**config.mk**
```make
export PLATFORM = sky130hd
export DESIGN_NAME = fifo_rd_ctrl
export DESIGN_NICKNAME = d
export VERILOG_FILES = /design/src/rtl/fifo_rd_ctrl.sv
export SDC_FILE = /design/constraint.sdc
export NUM_CORES = 1
export LEC_CHECK = 0
export BUFFER_PORTS_ARGS = -buffer_cell sky130_fd_sc_hd__buf_2
export CORE_MARGIN = 2
export CORE_UTILIZATION = 49
export DETAILED_ROUTE_END_ITERATION = 10
export PLACE_DENSITY = 0.84
export SLEW_MARGIN = 10
export SYNTH_ARGS = -nofsm -noshare
export SYNTH_HDL_FRONTEND = slang
export SYNTH_SLANG_ARGS = --single-unit
```
**constraint.sdc**
```tcl
create_clock -name rclk -period 3.9 [get_ports rclk]
set_input_delay 0.195 -clock rclk [delete_from_list [all_inputs] [get_ports rclk]]
set_output_delay 0.195 -clock rclk [all_outputs]
set_load 0.05 [all_outputs]
```
**src/rtl/fifo_rd_ctrl.sv**
```systemverilog
// Read-domain half of an async FIFO: write-pointer synchronizer, read pointers,
// registered read data and read-side status (empty, almost-empty, underflow, level).
module fifo_rd_ctrl #(
    parameter int DATA_WIDTH  = 32,
    parameter int ADDR_WIDTH  = 5,
    parameter int SYNC_STAGES = 2
) (
    input  logic                  rclk,
    input  logic                  sw_rst,
    input  logic                  read_enable,
    input  logic [ADDR_WIDTH-1:0] aempty_value,
    input  logic [ADDR_WIDTH:0]   wptr_gray,
    input  logic [DATA_WIDTH-1:0] mem_rdata,
    output logic [ADDR_WIDTH-1:0] mem_raddr,
    output logic [ADDR_WIDTH:0]   rptr_gray,
    output logic [DATA_WIDTH-1:0] rdata,
    output logic                  rdata_valid,
    output logic                  rempty,
    output logic                  rd_almost_empty,
    output logic                  underflow,
    output logic [ADDR_WIDTH:0]   fifo_read_count,
    output logic [ADDR_WIDTH:0]   rd_level
);
    localparam int PW = ADDR_WIDTH + 1;

    logic [SYNC_STAGES-1:0][PW-1:0] wsync_q, wsync_d;
    logic [PW-1:0]         rbin_q, rbin_d;
    logic [PW-1:0]         rgray_q, rgray_d;
    logic [DATA_WIDTH-1:0] rdata_q, rdata_d;
    logic                  rdata_valid_q, rdata_valid_d;
    logic                  rempty_q, rempty_d;
    logic                  aempty_q, aempty_d;
    logic                  underflow_q, underflow_d;
    logic [PW-1:0]         count_q, count_d;
    logic [PW-1:0]         level_q, level_d;

    logic [PW-1:0] wsync, wbin;
    logic          rd_ok;

    function automatic logic [PW-1:0] gray2bin(input logic [PW-1:0] g);
        logic [PW-1:0] b;
        b[PW-1] = g[PW-1];
        for (int i = PW - 2; i >= 0; i--) b[i] = b[i+1] ^ g[i];
        return b;
    endfunction

    assign wsync = wsync_q[SYNC_STAGES-1];
    assign wbin  = gray2bin(wsync);
    // Accept only against the registered empty flag; a fresh write is not yet visible.
    assign rd_ok = read_enable & ~rempty_q;

    always_comb begin
        wsync_d[0] = wptr_gray;
        for (int s = 1; s < SYNC_STAGES; s++) wsync_d[s] = wsync_q[s-1];
        rbin_d        = rbin_q + {{ADDR_WIDTH{1'b0}}, rd_ok};
        rgray_d       = rbin_d ^ (rbin_d >> 1);
        rdata_d       = rd_ok ? mem_rdata : rdata_q;
        rdata_valid_d = rd_ok;
        underflow_d   = read_enable & rempty_q;
        count_d       = count_q + {{ADDR_WIDTH{1'b0}}, rd_ok};
        level_d       = wbin - rbin_d;
        rempty_d      = (rgray_d == wsync);
        aempty_d      = (level_d <= {1'b0, aempty_value});
    end

    always_ff @(posedge rclk) begin
        if (sw_rst) begin
            wsync_q       <= '0;
            rbin_q        <= '0;
            rgray_q       <= '0;
            rdata_q       <= '0;
            rdata_valid_q <= 1'b0;
            rempty_q      <= 1'b1;
            aempty_q      <= 1'b1;
            underflow_q   <= 1'b0;
            count_q       <= '0;
            level_q       <= '0;
        end else begin
            wsync_q       <= wsync_d;
            rbin_q        <= rbin_d;
            rgray_q       <= rgray_d;
            rdata_q       <= rdata_d;
            rdata_valid_q <= rdata_valid_d;
            rempty_q      <= rempty_d;
            aempty_q      <= aempty_d;
            underflow_q   <= underflow_d;
            count_q       <= count_d;
            level_q       <= level_d;
        end
    end

    assign mem_raddr       = rbin_q[ADDR_WIDTH-1:0];
    assign rptr_gray       = rgray_q;
    assign rdata           = rdata_q;
    assign rdata_valid     = rdata_valid_q;
    assign rempty          = rempty_q;
    assign rd_almost_empty = aempty_q;
    assign underflow       = underflow_q;
    assign fifo_read_count = count_q;
    assign rd_level        = level_q;
endmodule

```
After elaboration in Yosys (flattened, before gate mapping)
Cells that the tools add are included.
- register bits: 72
- latch bits: 0
- bits in writable memories: 0
- bits in read-only memories: 0
- output and inout port bits: 59
- memories: 0
- $add $sub $neg: 3
- multipliers: 0
- div/mod/pow operators: 0
- magnitude comparators: 1
- equal/unequal tests: 1
- shifts and indexed selects: 0
- multiplexer cells: 0
- bitwise operators: 9
- reductions and logical operators: 0
- operator list (operator ; number):
    $add A6 B1 Y6 ; 2
    $eq A6 B6 Y1 ; 1
    $le A6 B5 Y1 ; 1
    $sub A6 B6 Y6 ; 1
    $xor A6 B5 Y6 ; 1
    $xor A1 B1 Y1 ; 5
    $and A1 B1 Y1 ; 2
    $not A1 Y1 ; 1

Depth between registers and ports, before layout
Gate-level depths: netlist of the first run.
- depth after elaboration: 7
- mapped depth: 17
- depth with buffers taken out: 16

Least setup slack after synthesis of the first run
OpenSTA, ideal clock, no wires.
- kind: register to register
- from: reg rempty_q, in the netlist rempty
- to: reg aempty_q, in the netlist rd_almost_empty
- setup time: 0.059 ns
- arrival: 3.690 ns
- required time: 3.841 ns
- slack: 0.151 ns
- cell stages (with the launch flop): 17
- buffers on the path: 2
- cell sequence: dfxtp_1 -> nand2b_1 -> clkbuf_1 -> inv_2 -> clkbuf_1 -> ha_1 -> ha_1 -> xnor2_1 -> ha_1 -> o21a_1 -> o31a_1 -> a21oi_1 -> ha_1 -> a211oi_1 -> o21ai_0 -> o211ai_1 -> a31o_1
- longest elaborated chain between the ends: 5
- ends and longest elaborated chain (element ; RTL line ; RTL):
    from (decl) ; 31 ; logic rempty_q, rempty_d;
    from (signal assigned) ; 84 ; rempty_q <= rempty_d;
    $not A1 Y1 ; 50 ; assign rd_ok = read_enable & ~rempty_q;
    $and A1 B1 Y1 ; 50 ;
    net rd_ok ; 38 ; logic rd_ok;
    $add A6 B1 Y6 ; 55 ; rbin_d = rbin_q + {{ADDR_WIDTH{1'b0}}, rd_ok};
    $sub A6 B6 Y6 ; 61 ; level_d = wbin - rbin_d;
    net level_d[3] ; 35 ; logic [PW-1:0] level_q, level_d;
    $le A6 B5 Y1 ; 63 ; aempty_d = (level_d <= {1'b0, aempty_value});
    to (signal assigned) ; 85 ; aempty_q <= aempty_d;
    to (decl) ; 32 ; logic aempty_q, aempty_d;
The timed path passes the listed nets, and every way through them passes these cells.
A chain may end at the register's enable or synchronous reset.

Final worst setup path of the first run
- from: reg wsync_q, in the netlist wsync[4]
- to: reg aempty_q, in the netlist rd_almost_empty
- longest elaborated chain between the ends: 7
- ends and longest elaborated chain (element ; RTL line ; RTL):
    from (decl) ; 26 ; logic [SYNC_STAGES-1:0][PW-1:0] wsync_q, wsync_d;
    from (signal assigned) ; 79 ; wsync_q <= wsync_d;
    $xor A1 B1 Y1 * ; 43 ; for (int i = PW - 2; i >= 0; i--) b[i] = b[i+1] ^ g[i];
    $xor A1 B1 Y1 (4 in series) ; 43 ;
    $sub A6 B6 Y6 * ; 61 ;
    net level_d[4] ; 35 ;
    $le A6 B5 Y1 * ; 63 ;
The timed path passes the listed nets; every way through them passes the cells marked *.

==> flow_summary.ini, run 1 <==
[run_status]
status = finished, final reports clean

[clock_tree]
tritoncts = yes
clk-insertion-delay-late_ns = 0.34
cts_root_buf = clkbuf_8
clkTransAtPathRegs_ns = 0.07
cts_buffer_depth = 2
post_cts_resized = 0
cts_buffers = 9
htreeDepth = 3
clock-sinks = 71
cts_setup_buffers = 0
ctsHoldBuffers = 0

[power]
p_leak_uw = 0.001745
peakVddDrop_mv = 0.2644
power_density_nw_per_um2 = 497.3

[route]
vias = 2432
post-route-drc-count = 0
viasPerCell = 4.787
first_pass_iters = 4
drt-wirelength-per-cell_um = 12.18
drt_iter0_drc = 98
wirelength_um = 6186
drtAntennaViolNets = 0

[hold_path]
min_path_type = in2reg

[critical_path]
cp_top_family = XOR/XNOR gates
path_buf_inv = 1
cpMaxStageDelayCell = dfxtp_1
critPathRequiredTime_ns = 4.17
crit_fanout = 5
endpoint_kind = flip-flop
worstPathCellList = xor2_2 -> xnor2_1 -> xnor2_2 -> xor2_2 -> xnor2_1 -> ha_1 -> inv_1 -> fa_1 -> a21o_1 -> a21oi_1 -> xnor2_1 -> ha_1 -> a211oi_1 -> o21ai_0 -> o211ai_1 -> a31o_1
crit_type = reg2reg
crit_path_frequent_cell = xnor2_1
critPathLaunchType = flip-flop
cpPeakStageDelay_ns = 0.43
arrival_ns = 3.59

[global_route]
grt.busiest_layer = met2
grt_util_all_layers_pct = 18.78
antenna_found_initial = 0
grt_max_degree = 72
grt_overflow = 0
gr-usage-met1_pct = 23.19
grt_use_met3_pct = 4.444
grt_pass1_vias = 2150
grt_pass1_wl_um = 9459
gr-usage-met2_pct = 30.41

[yosys]
async_flop_share_pct = 0
synthFlopType = dfxtp_1
yosys.cell_types.count = 37
synth_fp_nets = 390
avgSynthCellArea_um2 = 8.907
yosysSeqAreaShare_pct = 48.51
synth_edf_count = 0
ys.warnings.count = 0
synthesis.area_um2 = 2930
yosys_register_bits = 71
syn_inst = 329

[sta]
fin_crit_sh_pct = 85.05
max-slew-margin-rel_pct = 52.87
rsz0062_at_grt = false
final_hold_viol_count = 0
finalClockSkew_ns = 0.01127
tightest_slew_ns = 0.7070
fin_setup_tns_ns = 0
timing.final.crit_period_ns = 3.317
final_max_slew_viol_count = 0
setup_viol = 0
max_clock_freq_ghz = 0.3015

[final_layout]
layout-drive-gt1-share_pct = 30.48
stdcell_count = 508
mostFrequentLayoutCell = buf_2
area_delta_synth_final_pct = 26.60
antenna-diode-count = 0
final_cell_mix = 103 x buf_2, 75 x nand2_1, 71 x dfxtp_1, 38 x a21oi_1
final_nets = 490
nFillCells = 514

[floorplanning]
coreArea_um2 = 5851
fp.dieH_um = 81.33
rows = 28
die_x_um = 81.33
start_util_pct = 50.09
die_area_um2 = 6615
pin_count = 105

[placement]
dp_hpwl_um = 4428
placed_cells = 493
placement.io_buffers = 104
gp_congestion = 0.8071

[job]
maxCapViolCount = 0
-- through the flow --
step / hold slack [ns] / util, % / area [µm²] / setup slack, ns / total power [µW]
floorplan: 0.3177 / - / 2930 / 0.1510 / 1136
global placement: 0.4072 / 59.77 / 3497 / 0.6901 / 1226
detailed placement: 0.4089 / 59.77 / 3497 / 0.5668 / 1241
CTS: 0.05697 / 63.37 / 3707 / 0.5418 / 1861
global route: 0.06689 / 63.41 / 3710 / 0.3552 / 1937
finish: 0.07189 / 63.41 / 3710 / 0.5830 / 1845
-- sequential cells by signal, summed over array words and instances, names as in the netlist --
| signal | flops |
|---|---|
| fifo_read_count | 6 |
| rempty | 1 |
| underflow | 1 |
| rd_almost_empty | 1 |
| wsync | 6 |
| rdata | 32 |
| rbin_q | 6 |
| rptr_gray | 5 |
| rdata_valid | 1 |
| rd_level | 6 |
| wsync_d | 6 |
-- logic make-up after synthesis --
family                     after synthesis  synth area share, %
adders and majority gates               15                6.661
muxes                                    4                1.409
AOI/OAI and AO/OA                       56                11.02
buffers and inverters                   30                3.928
xor gates and xnor gates                26                9.522
DFF                                     71                48.51
and+or+nand+nor                        127                18.96
-- cell type report --
class	instances	area, µm²	share of cell area (%)
flip-flops and latches	71	1421	38.31
multi-input cells	228	1394	37.57
repair buffers	107	545.5	14.70
inverters	12	45.04	1.214
well taps	75	93.84	2.530
clock buffers	9	123.9	3.339
clock inverters	6	86.33	2.327
-- worst reg2reg max path, delay by kind of cell, from the launching register on --
family,cells,cell delay (ns)
xor gates and xnor gates,6,1.08
AOI/OAI and AO/OA,6,0.93
adders and majority gates,3,0.78
DFF,1,0.43
buffers and inverters,1,0.05
-- cell usage after synthesis (all sizes together) (3+ instances only) --
| cell | number | area [µm²] |
|---|---|---|
| nand2 | 75 | 281.5 |
| dfxtp | 71 | 1421 |
| a21oi | 38 | 190.2 |
| nor2 | 22 | 85.09 |
| nor2b | 21 | 131.4 |
| clkbuf | 16 | 60.06 |
| xnor2 | 16 | 147.7 |
| ha | 14 | 175.2 |
| inv | 12 | 45.04 |
| xor2 | 9 | 108.9 |
| nand3 | 6 | 40.04 |
| o21ai | 5 | 25.02 |
| mux2i | 3 | 30.03 |
-- metal layers --
metal	routed length, µm	share of wire [%]
met4	137	2.2
met2	3087	50
met1	2677	43
met3	285	4.6
met5	0	0
-- report_power, final --
part / internal [µW] / total, µW / leakage (µW) / switching (µW)
logic: 140 / 430 / 0.00106 / 290
clock network: 355 / 623 / 0.000105 / 268
registers: 773 / 792 / 0.000581 / 19.9
-- worst paths after layout --
check	from	to	slack, ns	cells after the start
min reg2reg	wsync_d[8]	wsync[2]	0.44	1
max reg2reg	wsync[4]	rd_almost_empty	0.58	16
max	wsync[4]	rd_almost_empty	0.58	16
min	wptr_gray[3]	wsync_d[9]	0.07	2
No activity file was read; power rests on OpenSTA's default activity.
==> inputs of run 2 (changes only) <==
--- a/config.mk
+++ b/config.mk
@@ -5,6 +5,7 @@
 export SDC_FILE = /design/constraint.sdc
 export NUM_CORES = 1
 export LEC_CHECK = 0
+export ABC_AREA = 1
 export BUFFER_PORTS_ARGS = -buffer_cell sky130_fd_sc_hd__buf_2
 export CORE_MARGIN = 2
 export CORE_UTILIZATION = 49
==> run 2 against run 1 <==
Sequential power grew 2%. Critical path depth is 7 higher. Count of clock-buffer cells in the layout stayed put. Worst setup slack better by 0.15 ns. Core utilization grew 0.22 points.
==> flow_summary.ini, run 2 <==
[run_status]
status = finished, final reports clean

[global_route]
grt_pass1_vias = 2596
grt_util_all_layers_pct = 20.86
grt_max_degree = 37
grt_overflow = 0
grt_pass1_wl_um = 10870
antenna_found_initial = 0

[route]
drt-wirelength-per-cell_um = 11.97
wl_met1_um = 2868
first_pass_iters = 5
drtAntennaViolNets = 0
drt_iter0_drc = 214
vias = 2884
highest_layer = met4
wl_met3_um = 573
post-route-drc-count = 0
wirelength_um = 6944
dr_wl_met2_um = 3313
viasPerCell = 4.972

[yosys]
syn_inst = 397
yosys_register_bits = 71
synthFlopType = dfxtp_1
synth_compound_area_share_pct = 9.064
synth-xor-area-share_pct = 1.713
synthMostInstantiatedCell = nor2_1
avgSynthCellArea_um2 = 7.545
synthesis.area_um2 = 2995
yosys.cell_types.count = 27
synthTopCellsByArea = dfxtp_1 47%, nor2_1 13%, inv_1 6.4%
async_flop_share_pct = 0
synth.largest_area_cell = dfxtp_1
synth_edf_count = 0
ys.warnings.count = 0
synth_top_cell_area_share_pct = 47.45
synth_top_family_by_area = simple AND/OR/NAND/NOR gates
synth_fp_nets = 458
synth_fa_ha_area_share_pct = 6.516
yosysSeqAreaShare_pct = 47.45
synth_common_cells = 103 x nor2_1, 71 x dfxtp_1, 51 x inv_1
synthMuxAreaShare_pct = 0
synth-simple-area-share_pct = 27.11

[clock_tree]
post_cts_resized = 0
htreeDepth = 3
clk-insertion-delay-late_ns = 0.34
cts_buffers = 9
clock-sinks = 71
tritoncts = yes
ctsHoldBuffers = 0
cts_setup_buffers = 0
cts_root_buf = clkbuf_8
cts_buffer_depth = 2
clkTransAtPathRegs_ns = 0.08

[final_layout]
register_area_um2 = 1421
multi_input_area_um2 = 1333
area_delta_synth_final_pct = 25.77
mostFrequentLayoutCell = buf_2
nFillCells = 501
final_core_utilization_pct = 63.63
final_cell_mix = 104 x buf_2, 102 x nor2_1, 71 x dfxtp_1, 51 x inv_1, 46 x nand2_1
design_area_um2 = 3767
layout-drive-gt1-share_pct = 27.52
largest_reg_flops = 32
stdcell_count = 580
antenna-diode-count = 0
final_nets = 561

[hold_path]
hold_end = wsync_d[8]
min_path_type = in2reg
hold_depth = 3
hold_start = wptr_gray[2]

[floorplanning]
start_util_pct = 50.59
die_area_um2 = 6754
rows = 28
pin_count = 105
coreArea_um2 = 5921
die_x_um = 82.19
fp.dieH_um = 82.19

[sta]
tightest_slew_ns = 0.9522
max_clock_freq_ghz = 0.3158
fin_setup_tns_ns = 0
setup_viol = 0
fin_crit_sh_pct = 81.20
rsz0062_at_grt = false
timing.final.crit_period_ns = 3.167
final_hold_viol_count = 0
final_max_slew_viol_count = 0
finalClockSkew_ns = 0.008337
max-slew-margin-rel_pct = 36.45

[critical_path]
rrSetupSlack_ns = 0.73
critPathRequiredTime_ns = 4.17
path_buf_inv = 3
cp_top_family = simple AND/OR/NAND/NOR gates
worstPathCellList = xor2_1 -> or2_1 -> nand2_1 -> nand2_1 -> nand2_2 -> nand2_1 -> nand2_1 -> nand2_1 -> nand2_1 -> ha_1 -> inv_1 -> fa_1 -> nand2_1 -> inv_1 -> nor2_1 -> o21bai_1 -> xnor2_1 -> inv_1 -> ha_1 -> nand2_1 -> nor3_1 -> nor2_1 -> o21bai_1
crit_fanout = 3
worstReg2RegEnd = rd_almost_empty
crit_type = reg2reg
cpMaxStageDelayCell = fa_1
worstReg2RegStart = wsync[5]
critPathLaunchType = flip-flop
reg2reg_depth = 23
cpPeakStageDelay_ns = 0.38
arrival_ns = 3.44
endpoint_kind = flip-flop
crit_path_frequent_cell = nand2_1

[power]
power_density_nw_per_um2 = 501.1
p_leak_uw = 0.002036
peakVddDrop_mv = 0.4076

[job]
maxCapViolCount = 0

[placement]
placement.io_buffers = 104
dp_hpwl_um = 5051
place_area_um2 = 3571
gp_congestion = 0.8417
placed_cells = 564
run 2: layout make-up:
type | instances | area share (%)
clock buffer | 9 | 3.288
tap | 75 | 2.491
timing repair buffer | 105 | 14.02
clock inverter | 7 | 1.926
multi-input combinational | 261 | 35.37
sequential | 71 | 37.73
inverter | 52 | 5.181
run 2: worst max path at each step:
stage	startpoint	end	slack [ns]	cells past startpoint
2_1_floorplan	rempty	rd_almost_empty	0.53	18
3_3_place_gp	wsync[5]	rd_almost_empty	0.91	23
3_5_place_dp	wsync[5]	rd_almost_empty	0.78	23
4_1_cts	wsync[5]	rd_almost_empty	0.76	23
5_1_grt	rempty	rd_almost_empty	0.47	17
6_report	wsync[5]	rd_almost_empty	0.73	23
run 2: worst register-to-register path, stage by stage (launching register included):
cell	delay [ns]
dfxtp_1	0.35
xor2_1	0.19
or2_1	0.23
nand2_1	0.08
nand2_1	0.08
nand2_2	0.07
nand2_1	0.06
nand2_1	0.08
nand2_1	0.05
nand2_1	0.06
ha_1	0.19
inv_1	0.06
fa_1	0.38
nand2_1	0.08
inv_1	0.06
nor2_1	0.09
o21bai_1	0.08
xnor2_1	0.19
inv_1	0.07
ha_1	0.29
nand2_1	0.05
nor3_1	0.13
nor2_1	0.07
o21bai_1	0.12
run 2: per-layer routing:
metal,vias to the layer above,track usage [%]
met5,-,0
met4,0,11.33
met3,20,6.413
met2,125,33.06
met1,1304,25.20
li1,1435,-
run 2: cells by family (layout without fill, tap and decap cells):
group / after synthesis / after routing
AND/OR/NAND/NOR: 190 / 190
flip-flops: 71 / 71
buffers and inverters: 65 / 173
AO/OA/AOI/OAI: 51 / 51
adder cells (fa/ha/maj): 15 / 15
XOR/XNOR: 5 / 5
run 2: where the power goes:
part	internal, µW	total [µW]	switching (µW)
registers	785	810	25.2
logic	134	496	362
clock network	297	582	285
run 2: per-stage QoR:
| stage | setup WS [ns] | hold slack (ns) | power, µW |
|---|---|---|---|
| after detailed placement | 0.7786 | 0.3965 | 1314 |
| after CTS | 0.7556 | 0.04667 | 1900 |
| final | 0.7333 | 0.06166 | 1888 |
| after floorplan | 0.5282 | 0.3020 | 1189 |
| after global placement | 0.9124 | 0.3910 | 1299 |
| after global routing | 0.4709 | 0.06057 | 1980 |
==> inputs of run 3 (changes only) <==
--- a/config.mk
+++ b/config.mk
@@ -8,9 +8,9 @@
 export ABC_AREA = 1
 export BUFFER_PORTS_ARGS = -buffer_cell sky130_fd_sc_hd__buf_2
 export CORE_MARGIN = 2
-export CORE_UTILIZATION = 49
+export CORE_UTILIZATION = 45
 export DETAILED_ROUTE_END_ITERATION = 10
-export PLACE_DENSITY = 0.84
+export PLACE_DENSITY = 0.81
 export SLEW_MARGIN = 10
 export SYNTH_ARGS = -nofsm -noshare
 export SYNTH_HDL_FRONTEND = slang
==> constraint.sdc (replaced) <==
create_clock -name rclk -period 2.9 [get_ports rclk]
set_input_delay 0.145 -clock rclk [delete_from_list [all_inputs] [get_ports rclk]]
set_output_delay 0.145 -clock rclk [all_outputs]
set_load 0.05 [all_outputs]
==> run 3 against run 2 <==
The flow now finishes with violations (setup timing). Critical path depth stayed put. Cell count grew 2.4%. Hold slack worse by 0.045 ns. Flip-flop and latch count is the same. Design area rose by 3.6%. Sequential power rose by 35%. Clock power is 20% higher. Via count shrank 1.3%. Core utilization down 2.5 points. Register-to-register slack lost 1.1 ns. Clock skew increased by 0.0011 ns. Worst setup slack worse by 1.1 ns. Critical path type unchanged. Critical endpoint unchanged. Largest cell class unchanged.
==> flow_summary.ini, run 3 (synthesized netlist as in run 2, its figures left out) <==
[run_status]
status = finished, violations left
violations = setup timing

[critical_path]
endpoint_kind = flip-flop
critPathLaunchType = flip-flop
crit_type = reg2reg
worstReg2RegStart = wsync[4]
rrSetupSlack_ns = -0.38
reg2reg_depth = 23
cpPeakStageDelay_ns = 0.39
worstReg2RegEnd = rd_almost_empty
arrival_ns = 3.54
cpMaxStageDelayCell = fa_2
worstPathCellList = xor2_2 -> or2_1 -> nand2_2 -> nand2_2 -> nand2_2 -> nand2_2 -> nand2_2 -> nand2_1 -> nand2_1 -> ha_2 -> inv_2 -> fa_2 -> nand2_2 -> inv_2 -> nor2_2 -> o21bai_1 -> xnor2_1 -> inv_1 -> ha_4 -> nand2_2 -> nor3_2 -> nor2_1 -> o21bai_1
critPathRequiredTime_ns = 3.16
crit_path_frequent_cell = nand2_2
crit_fanout = 3

[sta]
setup_slack_ns = -0.3756
tightest_slew_ns = 0.9663
timing.final.crit_period_ns = 3.276
rsz0062_at_grt = true
finalClockSkew_ns = 0.009478
hold_slack_ns = 0.01651
max_clock_freq_ghz = 0.3053
max-slew-margin-rel_pct = 35.51
fin_crit_sh_pct = 113.0
setup_viol = 1
final_hold_viol_count = 0
final_max_slew_viol_count = 0

[floorplanning]
start_util_pct = 46.90
coreArea_um2 = 6386
die_x_um = 85.59
fp.dieH_um = 85.59
rows = 29
die_area_um2 = 7325
pin_count = 105

[power]
power_frac_seq_pct = 43.4
pwr-share-comb_pct = 28.9
peakVddDrop_mv = 0.3864
p_leak_uw = 0.002078
clock_power_share_pct = 27.7
p_int_uw = 1605
total_power_uw = 2511
p_switching_uw = 906.4
power_density_nw_per_um2 = 643.5
sw_frac_of_total_pct = 36.09

[clock_tree]
clk-insertion-delay-late_ns = 0.34
cts_root_buf = clkbuf_8
tritoncts = yes
cts_buffer_depth = 2
cts_buffers = 9
clock-sinks = 71
htreeDepth = 3
clkTransAtPathRegs_ns = 0.07

[placement]
gp_congestion = 0.8720
place_area_um2 = 3649
dp_worst_setup_slack_ns = -0.3370
dp_hpwl_um = 5301
placement.io_buffers = 104

[route]
drtAntennaViolNets = 0
first_pass_iters = 4
post-route-drc-count = 0
viasPerCell = 4.793
vias = 2847
wirelength_um = 7241
drt_iter0_drc = 148
drt-wirelength-per-cell_um = 12.19

[global_route]
grt_overflow = 0
grt_max_degree = 37
antenna_found_initial = 0
grt_pass1_wl_um = 11930
grt_util_all_layers_pct = 20.33
grt_pass1_vias = 2760

[hold_path]
min_path_type = in2reg
hold_end = wsync_d[8]
hold_start = wptr_gray[2]
hold_depth = 3

[job]
maxCapViolCount = 0

[final_layout]
largest_reg_flops = 32
final_nets = 573
mostFrequentLayoutCell = buf_2
final_cell_mix = 104 x buf_2, 101 x nor2_1, 67 x dfxtp_1, 49 x inv_1, 40 x nand2_1
antenna-diode-count = 0
final_core_utilization_pct = 61.11
layout-drive-gt1-share_pct = 32.88
design_area_um2 = 3902
area_delta_synth_final_pct = 30.28
## run 3: power by group through the flow
stage / clock network (µW) / registers, µW / logic, µW
floorplan: 0 / 1360 / 241
global placement: 0 / 1110 / 659
detailed placement: 0 / 1110 / 682
CTS: 711 / 1090 / 697
global route: 762 / 1100 / 785
finish: 696 / 1090 / 725
## run 3: how the worst max path moves through the flow
stage / depth (start not counted) / endpoint / startpoint / slack [ns]
final: 23 / rd_almost_empty / wsync[4] / -0.38
after global routing: 23 / rd_almost_empty / wsync[4] / -0.59
after CTS: 23 / rd_almost_empty / wsync[5] / -0.25
after detailed placement: 23 / rd_almost_empty / wsync[5] / -0.34
after global placement: 23 / rd_almost_empty / wsync[5] / -0.03
after floorplan: 23 / rd_almost_empty / wsync[5] / 0.01
## run 3: cell type report
cell class	count	area [µm²]
tap	77	96.34
timing repair buffer	117	618.1
clock buffer	11	141.4
inverter	52	195.2
multi-input combinational	261	1390
sequential	71	1429
fill	581	2484
clock inverter	5	32.53
## run 3: routing by layer
layer / vias up / track usage [%] / share of wire [%]
met5: - / 0 / 0
met4: 0 / 7.215 / 1.1
met3: 9 / 6.833 / 6.5
met2: 94 / 35.80 / 50
met1: 1281 / 22.89 / 42
li1: 1463 / - / -
## run 3: critical path: cells and delay by family, from the launching register on
family / cells / cell delay [ns]
xor gates and xnor gates: 2 / 0.40
DFF: 1 / 0.34
buffers and inverters: 3 / 0.22
AOI/OAI and AO/OA: 2 / 0.22
and+or+nand+nor: 13 / 1.15
adders and majority gates: 3 / 0.86
## run 3: timing repair
item,CTS,global route
resized for setup,5,11
hold buffers,0,0
hold endpoints to repair,0,0
setup buffers,0,4
pin swaps,1,14
setup endpoints to repair,1,2
## run 3: through the flow
step / TNS [ns] / instances
after floorplan: 0 / 397
after global placement: -0.02575 / 574
after detailed placement: -0.3370 / 574
after CTS: -0.2532 / 590
after global routing: -0.6464 / 594
final: -0.3756 / 594
